`src/rtl/dmem_arbiter.sv`:
```
// dmem_arbiter: shares one data-memory port between the CPU load/store unit
// (port 0) and a loader/DMA requester (port 1). The arbiter grants at most one
// request per cycle and returns a registered response one cycle later.
// Arbitration is round-robin. A per-port lock keeps the grant on the same port,
// and a hold limit stops a locked port from starving the other one.
// Out-of-range accesses are still granted, but they never write memory.
// Instead they come back with an error strobe.

module dmem_arbiter #(
  parameter int          ADDRESS_WIDTH = 32,
  parameter int          DATA_WIDTH    = 32,
  parameter int unsigned MEM_BYTES     = 32'h20000,
  parameter int          MAX_HOLD      = 8
) (
  input  logic                     clk,
  input  logic                     rst_n,

  input  logic                     req0,
  input  logic                     we0,
  input  logic                     byteop0,
  input  logic                     lock0,
  input  logic [ADDRESS_WIDTH-1:0] addr0,
  input  logic [DATA_WIDTH-1:0]    wdata0,

  input  logic                     req1,
  input  logic                     we1,
  input  logic                     byteop1,
  input  logic                     lock1,
  input  logic [ADDRESS_WIDTH-1:0] addr1,
  input  logic [DATA_WIDTH-1:0]    wdata1,

  output logic                     gnt0,
  output logic                     gnt1,
  output logic                     rvalid0,
  output logic                     rvalid1,
  output logic                     rerr0,
  output logic                     rerr1,
  output logic [DATA_WIDTH-1:0]    rdata0,
  output logic [DATA_WIDTH-1:0]    rdata1,

  output logic                     mem_we,
  output logic                     mem_byteop,
  output logic [ADDRESS_WIDTH-1:0] mem_addr,
  output logic [DATA_WIDTH-1:0]    mem_wdata,
  input  logic [DATA_WIDTH-1:0]    mem_rdata
);

  typedef enum logic {
    PORT0 = 1'b0,
    PORT1 = 1'b1
  } port_e;

  // The hold counter only needs to reach MAX_HOLD. It saturates there.
  localparam int                     HOLD_W     = $clog2(MAX_HOLD + 1);
  localparam logic [HOLD_W-1:0]      HOLD_LIMIT = HOLD_W'(MAX_HOLD);
  localparam logic [HOLD_W-1:0]      HOLD_ONE   = HOLD_W'(1);

  // The range check uses one extra bit so that addr+3 cannot wrap around.
  localparam logic [ADDRESS_WIDTH:0] ADDR_LIMIT = (ADDRESS_WIDTH + 1)'(MEM_BYTES);
  localparam logic [ADDRESS_WIDTH:0] WORD_SPAN  = (ADDRESS_WIDTH + 1)'(3);

  // Arbitration state
  port_e                  last_q, last_d;
  logic                   owner_locked_q, owner_locked_d;
  logic [HOLD_W-1:0]      hold_cnt_q, hold_cnt_d;

  // Response registers
  logic                   rvalid0_q, rvalid0_d;
  logic                   rvalid1_q, rvalid1_d;
  logic                   rerr0_q, rerr0_d;
  logic                   rerr1_q, rerr1_d;
  logic [DATA_WIDTH-1:0]  rdata0_q, rdata0_d;
  logic [DATA_WIDTH-1:0]  rdata1_q, rdata1_d;

  // Combinational selection
  port_e                  winner;
  logic                   any_grant;
  logic                   contended;
  logic                   sel_we;
  logic                   sel_byteop;
  logic                   sel_lock;
  logic [ADDRESS_WIDTH-1:0] sel_addr;
  logic [DATA_WIDTH-1:0]  sel_wdata;
  logic [ADDRESS_WIDTH:0] sel_addr_ext;
  logic                   err;

  assign contended = req0 && req1;

  // Pick the winner. While reset is asserted, no grant is issued.
  always_comb begin
    winner    = PORT0;
    any_grant = 1'b0;
    if (rst_n) begin
      if (contended) begin
        any_grant = 1'b1;
        if (owner_locked_q && (hold_cnt_q < HOLD_LIMIT)) begin
          winner = last_q;
        end else begin
          winner = (last_q == PORT0) ? PORT1 : PORT0;
        end
      end else if (req0) begin
        any_grant = 1'b1;
        winner    = PORT0;
      end else if (req1) begin
        any_grant = 1'b1;
        winner    = PORT1;
      end
    end
  end

  assign gnt0 = any_grant && (winner == PORT0);
  assign gnt1 = any_grant && (winner == PORT1);

  // Route the winning port's request fields onto the shared bus.
  always_comb begin
    sel_we     = we0;
    sel_byteop = byteop0;
    sel_lock   = lock0;
    sel_addr   = addr0;
    sel_wdata  = wdata0;
    if (winner == PORT1) begin
      sel_we     = we1;
      sel_byteop = byteop1;
      sel_lock   = lock1;
      sel_addr   = addr1;
      sel_wdata  = wdata1;
    end
  end

  assign sel_addr_ext = {1'b0, sel_addr};

  // Flag accesses that fall outside memory, including the full span of a word access.
  always_comb begin
    err = 1'b0;
    if (sel_addr_ext >= ADDR_LIMIT) begin
      err = 1'b1;
    end else if (!sel_byteop && ((sel_addr_ext + WORD_SPAN) >= ADDR_LIMIT)) begin
      err = 1'b1;
    end
  end

  // Drive the memory port. It stays quiet when there is no grant, and a rejected access never writes.
  always_comb begin
    mem_we     = 1'b0;
    mem_byteop = 1'b0;
    mem_addr   = '0;
    mem_wdata  = '0;
    if (any_grant) begin
      mem_we     = sel_we && !err;
      mem_byteop = sel_byteop;
      mem_addr   = sel_addr;
      mem_wdata  = sel_wdata;
    end
  end

  // Update the round-robin, lock and hold state on each grant. The hold count stays at 1 when there is no contention.
  always_comb begin
    last_d         = last_q;
    owner_locked_d = owner_locked_q;
    hold_cnt_d     = hold_cnt_q;
    if (any_grant) begin
      last_d         = winner;
      owner_locked_d = sel_lock;
      if (!contended) begin
        hold_cnt_d = HOLD_ONE;
      end else if (winner == last_q) begin
        hold_cnt_d = (hold_cnt_q >= HOLD_LIMIT) ? HOLD_LIMIT : hold_cnt_q + HOLD_ONE;
      end else begin
        hold_cnt_d = HOLD_ONE;
      end
    end
  end

  // Build the next response. Read data is captured only for good reads. Idle cycles keep the previous rdata.
  always_comb begin
    rvalid0_d = gnt0;
    rvalid1_d = gnt1;
    rerr0_d   = gnt0 && err;
    rerr1_d   = gnt1 && err;
    rdata0_d  = rdata0_q;
    rdata1_d  = rdata1_q;
    if (gnt0) begin
      rdata0_d = (!sel_we && !err) ? mem_rdata : '0;
    end
    if (gnt1) begin
      rdata1_d = (!sel_we && !err) ? mem_rdata : '0;
    end
  end

  // State registers. Reset discards any response that is still in flight.
  always_ff @(posedge clk or negedge rst_n) begin
    if (!rst_n) begin
      last_q         <= PORT1;
      owner_locked_q <= 1'b0;
      hold_cnt_q     <= '0;
      rvalid0_q      <= 1'b0;
      rvalid1_q      <= 1'b0;
      rerr0_q        <= 1'b0;
      rerr1_q        <= 1'b0;
      rdata0_q       <= '0;
      rdata1_q       <= '0;
    end else begin
      last_q         <= last_d;
      owner_locked_q <= owner_locked_d;
      hold_cnt_q     <= hold_cnt_d;
      rvalid0_q      <= rvalid0_d;
      rvalid1_q      <= rvalid1_d;
      rerr0_q        <= rerr0_d;
      rerr1_q        <= rerr1_d;
      rdata0_q       <= rdata0_d;
      rdata1_q       <= rdata1_d;
    end
  end

  assign rvalid0 = rvalid0_q;
  assign rvalid1 = rvalid1_q;
  assign rerr0   = rerr0_q;
  assign rerr1   = rerr1_q;
  assign rdata0  = rdata0_q;
  assign rdata1  = rdata1_q;

endmodule

```
`config.mk`:
```
export PLATFORM = sky130hd
export DESIGN_NAME = dmem_arbiter
export DESIGN_NICKNAME = d
export VERILOG_FILES = /design/src/rtl/dmem_arbiter.sv
export SDC_FILE = /design/constraint.sdc
export NUM_CORES = 1
export LEC_CHECK = 0
export ABC_AREA = 1
export CORE_MARGIN = 5
export CORE_UTILIZATION = 42
export CTS_BUF_LIST = sky130_fd_sc_hd__clkbuf_4 sky130_fd_sc_hd__clkbuf_8
export DETAILED_ROUTE_END_ITERATION = 10
export HOLD_SLACK_MARGIN = 0.06
export PLACE_DENSITY_LB_ADDON = 0.2
export SETUP_SLACK_MARGIN = 0.5
export SLEW_MARGIN = 40
export SYNTH_ARGS = -nofsm -noshare
export SYNTH_HDL_FRONTEND = slang
export SYNTH_SLANG_ARGS = --single-unit
export TNS_END_PERCENT = 10
```
`constraint.sdc`:
```
create_clock -name clk -period 3.1 [get_ports clk]
set_input_delay 0.31 -clock clk [delete_from_list [all_inputs] [get_ports clk]]
set_output_delay 0.31 -clock clk [all_outputs]
set_load 0.05 [all_outputs]
```
Word level (Yosys, flattened, before mapping)
Cells that the tools add are included.

Output and inout bits: 136. Input port bits: 170. Word-level logic and storage cells: 53. Flip-flop bits (word level): 74.

Equal/unequal tests: 1. Muxes and demuxes: 24. Reduce and logical (&&, ||, !) cells: 12. Bitwise logic cells: 1. $add $sub $neg: 2. $lt $le $gt $ge: 4.

Operator list (number): 32-bit 2-to-1 mux (5); 32-bit by 2-bit adder with 33-bit output (second input constant) (1); 33-bit by 18-bit greater-or-equal comparator with 1-bit output (second input constant) (1); 32-bit by 18-bit greater-or-equal comparator with 1-bit output (second input constant) (1); 1-bit 2-to-1 mux (16); 4-bit 2-to-1 mux (3); 1-bit logical AND (9); 4-bit by 1-bit adder with 4-bit output (second input constant) (1); 4-bit greater-or-equal comparator (second input constant) (1); 4-bit less-than comparator (second input constant) (1); 1-bit zero test (3); 1-bit == test (1); 1-bit inverter (1).

Depth between registers and ports, before layout
Gate-level depths: netlist of run 1.

Word-level depth: 14. Depth in mapped cells: 24. Gate-level depth less buffers: 23.

Worst setup path before layout of run 1
Ideal clock, no wire load.

Path type: reg-to-output. Start point: register last_q. End point: output port mem_we. Arrival time: 3276 ps. Data required time: 2790 ps. Cell stages (with the launch flop): 12. Slack: -486 ps. Cell sequence: dfstp_2 nand3_1 nand3_4 buf_4 buf_2 nand3b_1 nand2_1 nand4_1 nor4_4 buf_2 nand2_1 nor3_1.

Longest elaborated chain between the ends: 13. Elaborated cells on any way between the ends: 17. Classes of those cells: 1 x add/sub; 2 x order compare; 10 x mux; 4 x reduce/logical.

Ends and longest elaborated chain: start: declaration (line 63) `port_e last_q, last_d;`; start signal: assignment (line 203) `last_q <= last_d;`; 1-bit 2-to-1 mux (line 99) `winner = (last_q == PORT0) ? PORT1 : PORT0;`; 1-bit 2-to-1 mux * (line 96) `if (owner_locked_q && (hold_cnt_q < HOLD_LIMIT)) begin`; 1-bit 2-to-1 mux * (line 94) `if (contended) begin`; 1-bit 2-to-1 mux * (line 93) `if (rst_n) begin`; 32-bit 2-to-1 mux (line 121) `if (winner == PORT1) begin`; 32-bit by 2-bit adder with 33-bit output (line 137) `end else if (!sel_byteop && ((sel_addr_ext + WORD_SPAN) >= ADDR_LIMIT)) begin`; 33-bit by 18-bit greater-or-equal comparator with 1-bit output (line 137); 1-bit logical AND (line 137); 1-bit 2-to-1 mux (line 137); 1-bit 2-to-1 mux (line 135) `if (sel_addr_ext >= ADDR_LIMIT) begin`; 1-bit zero test (line 149) `mem_we = sel_we && !err;`; 1-bit logical AND * (line 149); 1-bit 2-to-1 mux * (line 148) `if (any_grant) begin`; end: declaration (line 41) `output logic mem_we,`.

Mark *: on every way between the ends. The rest lies on a longest branch, timed or not.

Worst setup path in the final report of run 1
Ends and elaborated chain as after synthesis.

==> run_results.csv, run 1 <==
group,metric,value,unit
clock_network,clockBufferDepth,2,
placement,placed_cells,1360,
detailed_routing,drt-wirelength-per-cell,20.93,microns
global_route,grt_pass1_vias,7817,
clock_network,clock_sinks,74,
sta,setup_viol,72,
synthesis,ys_top_cells_by_area,"dfrtp_1, nand2_1, nor2_1",
sta,fin_ws,-712.9,ps
synthesis,synthArstFlopShare,100.0,%
min_path,hold_class,"in -> async",
detailed_routing,drc,0,
placement,place_area,10200,sq um
critical_path,cp_max_fo,5,
clock_network,path_clk_slew,100,ps
critical_path,crit_type,"reg -> out",
pwr,p_int,2338,uW
critical_path,start_kind,"register",
synthesis,ys_top_cells_by_count,"nand2_1, nor2_1, inv_1, dfrtp_1, o21bai_1",
floorplanning,ios,306,
sta,layout_min_cycle_time,3813,ps
synthesis,syn_nets,1017,
synthesis,synth-edff-count,0,
final_layout,finalNonFillerCells,1439,
sta,worstMarginPinSlew,599.8,ps
clock_network,cts-root-buf,"clkbuf_8",
pwr,power_density,315.1,nW/um^2
synthesis,synth.top_cell.area_share,30.99,%
critical_path,crit_path_end_kind,"primary output",
sta,timing.final.crit_share,123.0,%
global_route,grt_pass1_wl,42.62,mm
synthesis,ys_warn_count,0,
status,status,"complete, but fails checks",
floorplanning,dieArea,16500,sq um
final_layout,area_growth,105.1,%
synthesis,ys_seq_elements,74,
detailed_routing,vias,7937,
sta,tns,-32400,ps
floorplanning,start_util,42.63,%
pwr,pwr-share-comb,52.7,%
placement,dp_hpwl,19.56,mm
floorplanning,core,13830,sq um
placement,port_buffers,305,
sta,skew,19.75,ps
sta,holdWs,100.9,ps
pwr,power_frac_seq,26.0,%
pwr,totalPowerFinal,3808,uW
sta,rsz0062_at_grt,"yes",
synthesis,seq_area_frac_synth,31.44,%
floorplanning,die-width,128.5,microns
detailed_routing,drtAntennaViolNets,0,
sta,hold_viol,0,
floorplanning,row_count,43,
status,violations,"negative setup slack",
detailed_routing,via_per_inst,5.516,
pwr,swShare,38.61,%
sta,drv_slew,0,
synthesis,syn_avg_cell_area,6.976,sq um
global_route,grt_overflow,0,
synthesis,synth_most_common_cell,"nand2_1",
synthesis,yosys.area.top_type,"dfrtp_1",
critical_path,worst-r2r-setup-slack,-590,ps
global_route,track_usage,32.91,%
clock_network,clock_latency,370,ps
synthesis,ys_types,38,
sta,fmax,262.3,MHz
final_layout,drive_gt1_share,36.31,%
final_layout,fin_nets,1423,
pwr,switchingPower,1470,uW
placement,routabilityCongestion,0.9426,
synthesis,netlist_area,5894,sq um
clock_network,htreeDepth,3,
clock_network,cts_inserted_buffers,9,
synthesis,syn_inst,845,
clock_network,cts_tree,"yes",
pwr,power_frac_clock,21.3,%
run,drv_cap,0,
detailed_routing,first_pass_iters,8,
floorplanning,die_h,128.5,microns
critical_path,cp.arrival,3500,ps
pwr,p_leak,0.005438,uW
critical_path,crit_required,2790,ps
global_route,antenna_found_initial,3,
pwr,ir_worst_vdd,0.0001998,V
sta,maxSlewHeadroom,59.59,%
detailed_routing,drt_iter0_markers,687,
detailed_routing,finalWirelength,30.12,mm
global_route,grt_max_degree,57,
synthesis,synth_ff_type,"dfrtp_1",
final_layout,design_area,12090,sq um
==> logic make-up (layout without fill, tap and decap cells) <==
family / count (synthesis) / count (layout) / synth area share, %
AND/OR/NAND/NOR: 483 / 485 / 40.65
buffers and inverters: 174 / 583 / 12.63
AO/OA/AOI/OAI: 108 / 108 / 14.20
flip-flops: 74 / 74 / 31.44
multiplexers: 3 / 3 / 0.5095
adder cells (fa/ha/maj): 2 / 2 / 0.4245
XOR/XNOR: 1 / 1 / 0.1486
other: 0 / 3 / 0
==> cell usage in the layout (no fill, tap or decap), types with 3 or more instances in the layout <==
cell type,n
clkdlybuf4s50_1,236
nand2_1,133
inv_1,107
nor2_1,101
buf_4,97
dfrtp_1,72
buf_12,71
o21bai_1,60
nand2_2,51
nand3_1,42
nor2_2,37
nor2_4,26
buf_6,23
nand2_4,21
nand3b_1,17
inv_2,16
nand4_2,16
a22o_4,15
nand4_4,14
nand4_1,11
clkbuf_8,10
a22o_1,9
a22o_2,7
buf_16,7
nand3_2,5
buf_8,5
nand3_4,4
inv_4,4
diode_2,3
nand2_8,3
mux2i_4,3
o21ai_0,3
==> layer usage <==
| layer | wire [microns] | global-route usage (%) | vias to the layer above |
|---|---|---|---|
| li1 | - | - | 3531 |
| met1 | 10410 | 37.45 | 3745 |
| met2 | 15130 | 57.68 | 523 |
| met3 | 2641 | 7.721 | 138 |
| met4 | 1933 | 16.35 | 0 |
| met5 | 0 | 0 | - |
==> registers in the layout, indices dropped and copies added, names as in the netlist <==
name / flops
rdata1: 32
last_q: 1
rvalid0: 1
rdata0: 32
rerr0: 1
owner_locked_q: 1
hold_cnt_q: 4
rerr1: 1
rvalid1: 1
==> stage by stage <==
stage | utilization, % | setup WS, ps
global route | 87.41 | -816.8
detailed placement | 73.80 | -561.9
CTS | 82.32 | -474.0
finish | 87.41 | -712.9
global placement | 73.80 | -544.8
floorplan | - | 153.3
==> power groups by stage <==
stage	registers (uW)	logic, uW	clock network (uW)
after floorplan	1020	707	0
after global placement	1010	1490	0
after detailed placement	1010	1490	0
after CTS	988	1790	798
after global routing	992	2080	862
final	991	2010	810
==> final cells by class <==
cell class	count	area, sq um
timing repair buffer	440	5071
multi-input combinational	599	4235
sequential	74	1854
fill	696	1740
inverter	127	486.7
tap	180	225.2
clock buffer	11	145.1
clock inverter	5	61.31
antenna	3	7.507
==> worst max-delay path: stages (launching register included) <==
cell     delay [ps]
dfstp_2         580
inv_2            60
nand2_4          80
nand3_4         110
buf_12          170
nand2_8          90
buf_4           150
nand2_1          90
nand2_2         150
buf_4           130
nand4_1         110
nor2_1          190
nand3_1         110
nand2_1          80
nand2_1         120
nor2_1          110
nand2_1          90
nor2_2          100
nand2_2          80
nand2_4          80
nand2_4          50
nor3_4          210
buf_12          160
==> path summary, 6_finish.rpt <==
check / start / cells past startpoint / to
min reg2reg: rdata1[6] / 3 / rdata1[6]
max in group asynchronous: rst_n / 3 / rdata1[14]
max reg2reg: last_q / 27 / rdata0[16]
max: last_q / 22 / mem_we
min in group clk: rst_n / 4 / hold_cnt_q[1]
min: rst_n / 2 / last_q
==> repair_timing <==
| action | in CTS | in global routing |
|---|---|---|
| buffers inserted | 39 | 11 |
| hold buffers | 1 | 0 |
| setup endpoints to repair | 111 | 136 |
| pin swaps | 31 | 89 |
| cloned | 9 | 0 |
| hold endpoints to repair | 29 | 0 |
| gates resized for setup | 103 | 144 |
(Power assumes the default switching activity.)
==> inputs of run 2 (changes only) <==
- CTS_CLUSTER_DIAMETER: unset -> 80
==> results of run 2 <==
No change in the layout: final DEF, timing and power equal those of run 1.
==> inputs of run 3 (changes only) <==
- SKIP_LAST_GASP: unset -> 1
==> run_results.csv, run 3 (synthesis results as in run 1) <==
group,metric,value,unit
status,status,"complete, but fails checks",
status,violations,"negative setup slack",
placement,dp_slack,-561.9,ps
detailed_routing,drtAntennaViolNets,0,
critical_path,cp.arrival,3440,ps
sta,holdWs,107.4,ps
critical_path,crit_path_end_kind,"primary output",
clock_network,clockBufferDepth,2,
sta,drv_slew,0,
clock_network,clock_latency,360,ps
critical_path,crit_required,2790,ps
run,drv_cap,0,
final_layout,layout_common_cells,"clkdlybuf4s50_1, nand2_1, nor2_1, buf_4, inv_1",
detailed_routing,via_per_inst,5.362,
sta,skew,12.76,ps
sta,timing.final.crit_share,120.8,%
global_route,grt_pass1_vias,7790,
clock_network,clock_sinks,74,
critical_path,crit_type,"reg -> out",
sta,maxSlewHeadroom,61.79,%
final_layout,finish.utilization,82.62,%
sta,setup_viol,103,
sta,tns,-33900,ps
floorplanning,row_count,43,
pwr,p_leak,0.005321,uW
pwr,ir_worst_vdd,0.0002080,V
final_layout,register_area,1853,sq um
critical_path,cp_max_fo,5,
sta,hold_viol,0,
critical_path,rr_worst_depth,26,
floorplanning,start_util,42.63,%
final_layout,finalNonFillerCells,1432,
final_layout,drive_gt1_share,30.51,%
global_route,grt_overflow,0,
detailed_routing,vias,7679,
floorplanning,ios,306,
sta,fmax,267.0,MHz
global_route,grtUsageMet1,37.08,%
global_route,grt_max_degree,57,
placement,placed_cells,1360,
clock_network,htreeDepth,3,
sta,worstMarginPinSlew,571.4,ps
placement,dp_hpwl,19.56,mm
final_layout,fin_nets,1419,
global_route,grt_util_met2,58.69,%
global_route,grt_util_met3,7.057,%
clock_network,cts_tree,"yes",
floorplanning,core,13830,sq um
final_layout,final_common_cell,"clkdlybuf4s50_1",
placement,port_buffers,305,
detailed_routing,drt-wirelength-per-cell,19.30,microns
pwr,power_density,316.4,nW/um^2
floorplanning,die_h,128.5,microns
final_layout,area_growth,93.80,%
clock_network,cts_inserted_buffers,9,
global_route,track_usage,32.34,%
floorplanning,die-width,128.5,microns
clock_network,cts-root-buf,"clkbuf_8",
floorplanning,dieArea,16500,sq um
global_route,antenna_found_initial,0,
sta,fin_ws,-645.3,ps
global_route,grt_busiest_layer,"met2",
detailed_routing,first_pass_iters,6,
final_layout,fill_cells,862,
sta,rsz0062_at_grt,"yes",
sta,layout_min_cycle_time,3745,ps
clock_network,path_clk_slew,80,ps
critical_path,start_kind,"register",
final_layout,multi_input_area,3765,sq um
detailed_routing,finalWirelength,27.64,mm
placement,routabilityCongestion,0.9426,
global_route,grt_pass1_wl,42.17,mm
min_path,hold_class,"in -> async",
detailed_routing,drc,0,
final_layout,antennaDiodeCount,0,
detailed_routing,drt_iter0_markers,595,
==> run 3: cell count changes in the layout (fill, tap and decap cells not counted), sizes merged <==
| cell | change |
|---|---|
| buf | -7 |
| diode | -3 |
| bufbuf | +3 |
==> run 3: stage by stage <==
stage	power [uW]	area (sq um)
6_report	3615	11420
2_1_floorplan	1726	5991
3_3_place_gp	2498	10200
3_5_place_dp	2501	10200
4_1_cts	3553	11270
5_1_grt	3754	11420
==> run 3: power by group <==
part,switching [uW],internal (uW)
logic,955,877
registers,11.3,978
clock network,384,409
total,1350,2260
==> run 3: final cells by class <==
type,instances,share of cell area (%)
clock buffers,11,1.271
clock inverters,5,0.5367
inverters,127,4.173
multi-input cells,599,32.96
flip-flops and latches,74,16.22
well taps,180,1.972
repair buffers,436,42.87
==> run 3: layer usage <==
layer / vias to the layer above / wire length, microns / part of all wire, %
met5: - / 0 / 0
met3: 95 / 2512 / 9.1
met1: 3621 / 9912 / 36
met2: 455 / 14070 / 51
met4: 0 / 1144 / 4.1
li1: 3508 / - / -
==> run 3: final timing paths <==
path / end / startpoint / slack [ps]
max in group asynchronous: rdata1[14] / rst_n / 2410
worst min-delay path: last_q / rst_n / 110
min in group clk: hold_cnt_q[1] / rst_n / 510
worst max register to register: hold_cnt_q[2] / last_q / -620
worst min register to register: rdata1[6] / rdata1[6] / 600
worst max-delay path: mem_we / last_q / -650
==> run 3: worst max-delay path: stages, from the launching register on <==
cell and delay [ps]:
dfstp_2 590, inv_2 60, nand2_4 70, nand3_4 130, buf_12 180, nand2_8 80
buf_4 120, nand2_1 60, nand2_2 140, nand2_2 100, nor2_2 160, and2_1 220
nand3_1 90, nand2_1 60, nand2_1 110, nor2_1 110, nand2_1 90, nor2_2 100
nand2_2 80, nand2_4 80, nand2_4 60, nor3_4 210, buf_12 160
==> run 3: repair_timing <==
item | CTS | global route
resized for setup | 72 | 27
endpoints found under the setup margin | 111 | 136
pin swaps | 24 | 21
setup buffers | 39 | 7
hold buffers | 1 | 0
hold endpoints to repair | 29 | 0
gates cloned | 9 | 0
